$ cat config.mk
export PLATFORM = sky130hd
export DESIGN_NAME = uart_tx_interface_flat
export DESIGN_NICKNAME = d
export VERILOG_FILES = /design/src/rtl/uart_pkg.sv /design/src/rtl/uart_tx_interface_if.sv /design/src/rtl/uart_tx_interface.sv /design/src/flat_wrapper.sv
export SDC_FILE = /design/constraint.sdc
export NUM_CORES = 1
export LEC_CHECK = 0
export CORE_MARGIN = 10
export CORE_UTILIZATION = 32
export DETAILED_ROUTE_END_ITERATION = 6
export GPL_ROUTABILITY_DRIVEN = 0
export MAX_ROUTING_LAYER = met4
export PLACE_DENSITY = 0.69
export SYNTH_ARGS = -nofsm -noshare
export SYNTH_HDL_FRONTEND = slang
export SYNTH_SLANG_ARGS = --single-unit
$ cat constraint.sdc
create_clock -name clk -period 1.1 [get_ports clk]
set_input_delay 0.33 -clock clk [delete_from_list [all_inputs] [get_ports clk]]
set_output_delay 0.33 -clock clk [all_outputs]
set_load 0.005 [all_outputs]
$ cat src/rtl/uart_pkg.sv
// Shared types for the UART result-transmit glue.
// Holds the default data width and the FSM state encoding.
package uart_pkg;

    localparam int DBIT_DEF = 8;

    typedef enum logic [1:0] {
        IDLE  = 2'b00,
        START = 2'b01,
        WAIT  = 2'b10
    } state_t;

endpackage

$ cat src/rtl/uart_tx_interface_if.sv
// Bundle between rx FIFO / result register, this glue and uart_tx.
// slave: glue side (rx_empty, leds, tx_done_tick in; d_in, tx_start, rd out).
// master: the surrounding UART top (drives the inputs, observes outputs).
interface uart_tx_interface_if #(
    parameter int DBIT = 8
);
    logic                   tx_done_tick;
    logic                   rx_empty;
    logic        [DBIT-1:0] leds;
    logic signed [DBIT-1:0] d_in;
    logic                   tx_start;
    logic                   rd;

    modport slave (
        input  tx_done_tick,
        input  rx_empty,
        input  leds,
        output d_in,
        output tx_start,
        output rd
    );

    modport master (
        output tx_done_tick,
        output rx_empty,
        output leds,
        input  d_in,
        input  tx_start,
        input  rd
    );
endinterface

$ cat src/rtl/uart_tx_interface.sv
// Pops a pending request from the rx FIFO, latches the result byte and
// starts uart_tx; waits for tx_done_tick before taking the next request.
// Ports: clk, reset (async, active-low), bus (uart_tx_interface_if.slave).
module uart_tx_interface
    import uart_pkg::*;
#(
    parameter int DBIT = DBIT_DEF
) (
    input  logic                    clk,
    input  logic                    reset,
    uart_tx_interface_if.slave      bus
);

    state_t                 state_q, state_d;
    logic signed [DBIT-1:0] d_in_q, d_in_d;
    logic                   rd_q, rd_d;
    logic                   tx_start_q, tx_start_d;

    always_ff @(posedge clk or negedge reset) begin
        if (!reset) begin
            state_q    <= IDLE;
            d_in_q     <= '0;
            rd_q       <= 1'b0;
            tx_start_q <= 1'b0;
        end else begin
            state_q    <= state_d;
            d_in_q     <= d_in_d;
            rd_q       <= rd_d;
            tx_start_q <= tx_start_d;
        end
    end

    // Outputs are computed here but only ever leave through registers,
    // so there is no combinational path from bus inputs to bus outputs.
    always_comb begin
        state_d    = state_q;
        d_in_d     = d_in_q;
        rd_d       = 1'b0;
        tx_start_d = 1'b0;
        case (state_q)
            IDLE: begin
                if (!bus.rx_empty) begin
                    rd_d    = 1'b1;
                    d_in_d  = $signed(bus.leds);
                    state_d = START;
                end
            end
            START: begin
                tx_start_d = 1'b1;
                state_d    = WAIT;
            end
            WAIT: begin
                // A tick seen while in START is never looked at, so a
                // stale pulse cannot end the new frame early.
                if (bus.tx_done_tick) begin
                    state_d = IDLE;
                end
            end
            default: begin
                state_d = IDLE;
            end
        endcase
    end

    assign bus.d_in     = d_in_q;
    assign bus.rd       = rd_q;
    assign bus.tx_start = tx_start_q;

endmodule

$ cat src/flat_wrapper.sv
// flat-port wrapper written by rule: the top's interface ports become plain ports
module uart_tx_interface_flat import uart_pkg::*;
#(
    parameter int DBIT = DBIT_DEF
)
  (clk, reset, bus_tx_done_tick, bus_rx_empty, bus_leds, bus_d_in, bus_tx_start, bus_rd);
  uart_tx_interface_if #(.DBIT(DBIT)) bus_i ();
  input  logic clk;
  input  logic reset;
  input wire logic [$bits(bus_i.tx_done_tick)-1:0] bus_tx_done_tick;
  input wire logic [$bits(bus_i.rx_empty)-1:0] bus_rx_empty;
  input wire logic [$bits(bus_i.leds)-1:0] bus_leds;
  output wire logic [$bits(bus_i.d_in)-1:0] bus_d_in;
  output wire logic [$bits(bus_i.tx_start)-1:0] bus_tx_start;
  output wire logic [$bits(bus_i.rd)-1:0] bus_rd;
  assign bus_i.tx_done_tick = bus_tx_done_tick;
  assign bus_i.rx_empty = bus_rx_empty;
  assign bus_i.leds = bus_leds;
  assign bus_d_in = bus_i.d_in;
  assign bus_tx_start = bus_i.tx_start;
  assign bus_rd = bus_i.rd;
  uart_tx_interface #(.DBIT(DBIT)) u_core (.clk(clk), .reset(reset), .bus(bus_i));
endmodule
[Word level (Yosys, flattened, before mapping)]
Cells that the tools add are included.
Storage, ports and cells
  input bits: 12
  word-level logic and storage cells: 18
  register bits: 12
Cells by class
  muxes and demuxes: 6
  reduce and logical (&&, ||, !) cells: 3
  bitwise logic cells: 1
  equality and inequality tests: 4
Operators with widths (count)
  case mux 2 bit (3 select lines): 1
  2-to-1 mux 2 bit: 2
  != test 2 bit, second input constant: 2
  AND reduction 2 bit: 2
  2-to-1 mux 1 bit: 3
  == test 2 x 1 -> 1 bit, second input constant: 1
  == test 2 bit, second input constant: 1
  logical NOT 2 bit: 1
  NOT 1 bit: 1

[Longest topological paths before layout]
Gate-level depths: netlist (run 1).
  depth after elaboration: 3
  mapped depth: 2
  gate-level depth less buffers: 2

[Least setup slack after synthesis (run 1)]
Ideal clock, no wire load.
  path kind: flip-flop to flip-flop
  start point: register u_core.state_q[0]
  end point: register u_core.d_in_q[0], in the netlist u_core.bus.d_in[0]
  data arrival time: 1.097 ns
  setup time: 0.125 ns
  cell stages (with the launch flop): 3
  slack: -0.122 ns
  path through: dfrtp_1 -> nor3_4 -> mux2_2
On the way
  cells in the longest elaborated chain, start to end: 2
RTL lines
  start: declaration: line uart_tx_interface.sv:14  | state_t state_q, state_d;
  start signal: assignment: line uart_tx_interface.sv:26  | state_q <= state_d;
  logical NOT 2 bit: line uart_tx_interface.sv:40  | case (state_q)
  AND reduction 2 bit (no line)
  end signal: assignment: line uart_tx_interface.sv:27  | d_in_q <= d_in_d;
  end: declaration: line uart_tx_interface.sv:15  | logic signed [DBIT-1:0] d_in_q, d_in_d;
Every way passes these cells.
A chain may end at the register's enable or synchronous reset.

[Worst setup path after layout (run 1)]
  start point: register u_core.state_q[0]
  end point: register u_core.d_in_q[6], in the netlist u_core.bus.d_in[6]
Same word-level chain as after synthesis.

==> results of run 1 <==
-- stage by stage --
step / util, % / TNS, ns / instances / hold WS [ns]
detailed placement: 54.3 / -5.19 / 66 / 0.495
CTS: 57.3 / -0.858 / 74 / 0.370
global placement: 54.3 / -4.80 / 66 / 0.488
finish: 59.4 / -0.664 / 75 / 0.353
floorplan: - / -0.975 / 25 / 0.0344
global route: 59.4 / -1.37 / 75 / 0.375
-- layout by cell type (no fill, tap or decap), drive strengths merged --
| cell | n |
|---|---|
| nor2b | 1 |
| buf | 21 |
| clkdlybuf4s50 | 10 |
| mux2 | 8 |
| dfrtp | 12 |
| dlygate4sd2 | 1 |
| clkbuf | 3 |
| nor3 | 2 |
| or2 | 1 |
| nor3b | 1 |
-- report_power, final --
group,total (mW),internal (mW),switching (mW),leakage (nW)
logic,0.942,0.639,0.303,0.218
clock network,0.269,0.127,0.142,0.0138
registers,0.751,0.644,0.107,0.145
-- sequential cells by signal, summed over array words and instances (netlist names) --
| signal | count |
|---|---|
| u_core.bus.d_in | 8 |
| u_core.state_q | 2 |
| u_core.bus.rd | 1 |
| u_core.bus.tx_start | 1 |
-- timing repair --
action                     CTS  global route
buffers inserted             5             2
hold buffers                 0             0
gates resized for setup     49             6
setup endpoints to repair   18            18
pin swaps                    1             2
-- layout make-up --
type,count,area [sq um]
timing repair buffer,32,253
fill,97,522
tap,15,18.8
sequential,12,300
multi-input combinational,13,169
clock buffer,3,22.5
-- worst max-delay path, cell delays in order (launching register included) --
cell and delay, ns:
dfrtp_1 0.41, nor3_4 0.21, buf_6 0.17, mux2_4 0.30
-- how the worst min path moves through the flow --
stage / startpoint / end / cells past startpoint
floorplan: reset / u_core.bus.d_in[0] / 0
global placement: u_core.bus.d_in[1] / u_core.bus.d_in[1] / 1
detailed placement: u_core.bus.d_in[1] / u_core.bus.d_in[1] / 1
CTS: reset / u_core.bus.d_in[5] / 2
global route: reset / u_core.bus.d_in[7] / 2
finish: reset / u_core.bus.d_in[7] / 2
-- per-layer routing --
| layer | vias to the layer above | part of all wire [%] | GRT usage [%] |
|---|---|---|---|
| li1 | 157 | - | - |
| met1 | 160 | 35 | 7.37 |
| met2 | 14 | 53 | 14.4 |
| met3 | 3 | 9.8 | 4.49 |
| met4 | 0 | 1.6 | 5.03 |
| met5 | - | 0 | - |
-- kinds of logic (layout without fill, tap and decap cells) --
| group | Yosys count | count (layout) | share of synthesized area, % |
|---|---|---|---|
| DFF | 12 | 12 | 69.6 |
| muxes | 8 | 8 | 20.9 |
| buffers and inverters | 0 | 35 | 0 |
| and+or+nand+nor | 5 | 5 | 9.57 |
==> results.ini, run 1 <==
[outcome]
status = complete, but fails checks
violations = negative setup slack

[finish]
syn_to_final_growth_pct = 76.8
final_nets = 74
diodes = 0
drive_above_1_share_pct = 58.3
stdcell_area_sq_um = 763

[sta]
timing.final.max_slew_violations = 0
period_share_pct = 107
fmax_mhz = 846
relSlewSlack_pct = 88.2
period_minus_slack_ns = 1.18
fin_ws_ns = -0.0815
grt_setup_unrepaired = yes
tightest_slew_ns = 0.177
hold_viol_final = 0
setup_viol = 14
clock_skew_ns = 0.00949

[floorplanning]
core.rowCount = 13
core_area_sq_um = 1280
ios = 22
die-area_sq_um = 3220
start_util_pct = 33.6
die_x_um = 56.7
die_h_um = 56.7

[setup_path]
r2r_start = u_core.state_q[0]
cp-endpoint = u_core.bus.d_in[6]
rr_endpoint = u_core.bus.d_in[6]
rr_worst_depth = 3
cp-start-kind = flop
crit_start = u_core.state_q[0]
end_kind = flop
crit_fanout = 6
worstPathRequired_ns = 1.27
rrSetupSlack_ns = -0.08
path_class = flop to flop
arrival_ns = 1.35

[logic_synthesis]
synth_nets = 37
ys_types = 7
syn_area_per_cell_sq_um = 17.3
synthTopCellsByArea = dfrtp_1, mux2_2, nor3_4
ys.flop_type = dfrtp_1
yosys_warnings = 0
synth_largest_type_area_fraction_pct = 69.6
yosys_register_bits = 12
async_reset_ff_share_pct = 100
postSynthCellCount = 25
syn-cell-area_sq_um = 432
synth_seq_area_share_pct = 69.6
yosysMostFrequentCell = dfrtp_1
yosysTopAreaCell = dfrtp_1
synth_edf_count = 0
synth_common_cells = dfrtp_1, mux2_2

[global_routing]
grt_max_degree = 13
grt_pass1_wl_um = 2040
grt_overflow = 0
grt_usage_pct = 8.53
antenna_found_initial = 0
grt_pass1_vias = 395

[pwr]
ir_drop_uv = 1090
p_per_area_nw_per_um2 = 2570
p_total_mw = 1.96
p_leak_nw = 0.377

[clock_tree]
cts_buffers = 3
clock_sinks = 12
clk_latency_ns = 0.27
cts_tree = done
clock_path_buffers = 2
htreeDepth = 1
cts.clk_slew.worst_paths_ns = 0.08
root_buffer = clkbuf_4

[drt]
num_vias = 334
avgViaCountPerCell = 4.45
final_antenna_net_count = 0
dr.pass1.iters = 3
wl_um = 1280
drt_iter0_drc = 1
drc_errors = 0
wire_per_inst_um = 17.1

[place]
hpwl_um = 909
post-place-ws_ns = -0.561
postPlaceCellArea_sq_um = 698
numPortBuffers = 21

[min_path]
hp-class = input pin to asynchronous set/reset pin

[flow_run]
drv_cap = 0

Note: power is estimated with default switching activity, not from simulation.
==> run 2: changes to the inputs <==
- ABC_AREA: unset -> 1
- CORE_UTILIZATION: 32 -> 34
- PLACE_DENSITY: 0.69 -> 0.71
==> run 2 against run 1 <==
  * The flow still finishes with violations (negative setup slack)
  * Wire length shrank 14%
  * Area after synthesis grew 7.8%
  * Die area grew 0.95%
  * Critical path type is now flop to primary output
  * Largest power group unchanged
==> results.ini, run 2 <==
[setup_path]
worstPathRequired_ns = 0.77  ; -0.50 ns
crit_fanout = 2  ; -4
slowest_delay_ns = 0.39  ; -0.02 ns
end_kind = primary output
rr_worst_depth = 4  ; +1
path_class = flop to primary output
arrival_ns = 0.80  ; -0.55 ns
cp-start-kind = flop
r2r_start = u_core.state_q[1]
critical-path-slowest-cell = dfrtp_1
path_cells = buf_2
rrSetupSlack_ns = 0.12  ; +0.20 ns
crit_buf_inv = 1  ; unchanged
crit_family = flip-flops
rr_endpoint = u_core.bus.d_in[4]

[logic_synthesis]
synth_nets = 57  ; +54%
syn_area_per_cell_sq_um = 10.3  ; -40%
yosys_register_bits = 12  ; unchanged
synthTopCellsByArea = dfrtp_1, nand2_1, nand3_1
yosysTopAreaCell = dfrtp_1
synth_seq_area_share_pct = 64.5  ; -5.0 points
syn-cell-area_sq_um = 465  ; +7.8%
ys_types = 10  ; +3
yosys_warnings = 0  ; unchanged
ys.flop_type = dfrtp_1
synth_common_cells = nand2_1, dfrtp_1, nand3_1, inv_1
yosysMostFrequentCell = nand2_1
synth_edf_count = 0  ; unchanged
postSynthCellCount = 45  ; +80%
async_reset_ff_share_pct = 100  ; unchanged
synth_largest_type_area_fraction_pct = 64.5  ; -5.0 points

[drt]
num_vias = 419  ; +25%
drt_iter0_drc = 1  ; unchanged
wire_per_inst_um = 11.6  ; -32%
final_antenna_net_count = 0  ; unchanged
drc_errors = 0  ; unchanged
dr.pass1.iters = 2  ; -1
avgViaCountPerCell = 4.41  ; -0.96%
wl_um = 1110  ; -14%

[global_routing]
grt_pass1_wl_um = 1990  ; -2.4%
grt_max_degree = 13  ; unchanged
met1_usage_pct = 9.01  ; +1.6 points
met3_usage_pct = 3.98  ; -0.51 points
grt_pass1_vias = 437  ; +11%
grt_usage_pct = 7.88  ; -0.65 points
grt_overflow = 0  ; unchanged
met2_usage_pct = 10.5  ; -3.9 points
antenna_found_initial = 0  ; unchanged
gr-max-usage-layer = met2

[pwr]
p_total_mw = 1.91  ; -2.6%
p_per_area_nw_per_um2 = 2530  ; -1.6%
p_leak_nw = 0.421  ; +12%
ir_drop_uv = 1100  ; +0.83%

[finish]
stdcell_count = 95  ; +27%
layout.area.seq_sq_um = 300  ; unchanged
drive_above_1_share_pct = 33.8  ; -25 points
layout_common_cells = nand2_1, dfrtp_1, clkdlybuf4s50_1
multi_input_area_sq_um = 148  ; -13%
num-fill-cells = 119  ; +23%
diodes = 0  ; unchanged
largest_reg_flops = 8  ; unchanged
syn_to_final_growth_pct = 62.4
final_nets = 93  ; +26%
final_common_cell = nand2_1

[place]
dpl.cell_count = 86  ; +30%
numPortBuffers = 21  ; unchanged
hpwl_um = 863  ; -5.1%

[floorplanning]
core_area_sq_um = 1300  ; +1.3%
ios = 22  ; unchanged
core.rowCount = 13  ; unchanged
die_x_um = 57  ; +0.48%
start_util_pct = 35.8  ; +2.2 points
die-area_sq_um = 3250  ; +0.95%
die_h_um = 57  ; +0.48%

[sta]
timing.final.max_slew_violations = 0  ; unchanged
period_share_pct = 103  ; -4.6 points
fmax_mhz = 884  ; +4.5%
setup_viol = 7  ; -7
clock_skew_ns = 0.00308  ; -0.00640 ns
tightest_slew_ns = 0.252  ; +0.0754 ns
hold_viol_final = 0  ; unchanged
period_minus_slack_ns = 1.13  ; -0.0506 ns
relSlewSlack_pct = 83.2  ; -5.0 points
fin_ws_ns = -0.0309  ; +0.0506 ns
grt_setup_unrepaired = yes

[outcome]
violations = negative setup slack
status = complete, but fails checks

[clock_tree]
cts.hold.buffers_added = 0  ; unchanged
root_buffer = clkbuf_4
cts.clk_slew.worst_paths_ns = 0.07  ; about the same
htreeDepth = 1  ; unchanged
cts_buffers = 3  ; unchanged
cts_tree = done
clock_path_buffers = 2  ; unchanged
clock_sinks = 12  ; unchanged
clk_latency_ns = 0.27  ; about the same

[flow_run]
drv_cap = 0  ; unchanged

[min_path]
hp-class = input pin to asynchronous set/reset pin

[run 2: cell types whose count changed in the layout (fill, tap and decap cells not counted), sizes merged, moves of 2 or more]
cell,delta
mux2,-8
nor2,+2
inv,+4
nand3,+8
nor3,-2
nand2,+17
[run 2: worst max path at each step]
stage / end / slack (ns) / cells after the start / start
6_report: bus_d_in[4] / -0.03 / 1 / u_core.bus.d_in[4]
5_1_grt: bus_d_in[4] / -0.08 / 1 / u_core.bus.d_in[4]
4_1_cts: bus_d_in[4] / -0.04 / 1 / u_core.bus.d_in[4]
2_1_floorplan: u_core.bus.d_in[0] / 0.21 / 4 / u_core.state_q[0]
3_3_place_gp: u_core.bus.d_in[6] / -0.12 / 5 / bus_rx_empty
3_5_place_dp: u_core.bus.d_in[1] / -0.13 / 5 / bus_rx_empty
[run 2: metrics by stage]
step                      util, %  cell area (sq um)  setup TNS, ns  worst slack, ns  hold WS (ns)
after global routing         58.1                756         -0.435          -0.0777         0.355
after floorplan                 -                465              0            0.208        0.0344
after detailed placement     56.3                732          -1.80           -0.134         0.463
after global placement       56.3                732          -1.65           -0.120         0.468
after CTS                    56.9                741         -0.172          -0.0416         0.344
final                        58.1                756        -0.0908          -0.0309         0.342
[run 2: logic make-up after synthesis]
group / share of synthesized area (%)
compound gates: 1.07
buf+inv: 3.76
flops: 64.5
simple gates: 30.6
[run 2: cell type report]
cell class / instances / area share [%]
Clock buffer: 4 / 4.80
Inverter: 4 / 2.32
Multi-Input combinational cell: 29 / 19.5
Sequential cell: 12 / 39.7
Tap cell: 15 / 2.48
Timing Repair Buffer: 31 / 31.1
[run 2: repair_timing]
action                     4_1_cts  5_1_grt
gates resized for setup         40        0
setup buffers                    3        2
setup endpoints to repair       10       10
cloned                           0        0
[run 2: per-layer routing]
| layer | wire, um | part of all wire [%] |
|---|---|---|
| met5 | 0 | 0 |
| met3 | 94 | 8.5 |
| met4 | 27 | 2.4 |
| met2 | 446 | 40 |
| met1 | 538 | 49 |
[run 2: power breakdown]
| group | switching (mW) | internal (mW) |
|---|---|---|
| clock network | 0.144 | 0.201 |
| registers | 0.135 | 0.636 |
| logic | 0.345 | 0.449 |
==> run 3: changes to the inputs <==
- CAP_MARGIN: unset -> 20
- CTS_CLUSTER_SIZE: unset -> 24
==> results of run 3 <==
The final DEF is identical to that of run 2; final timing and power are the same.
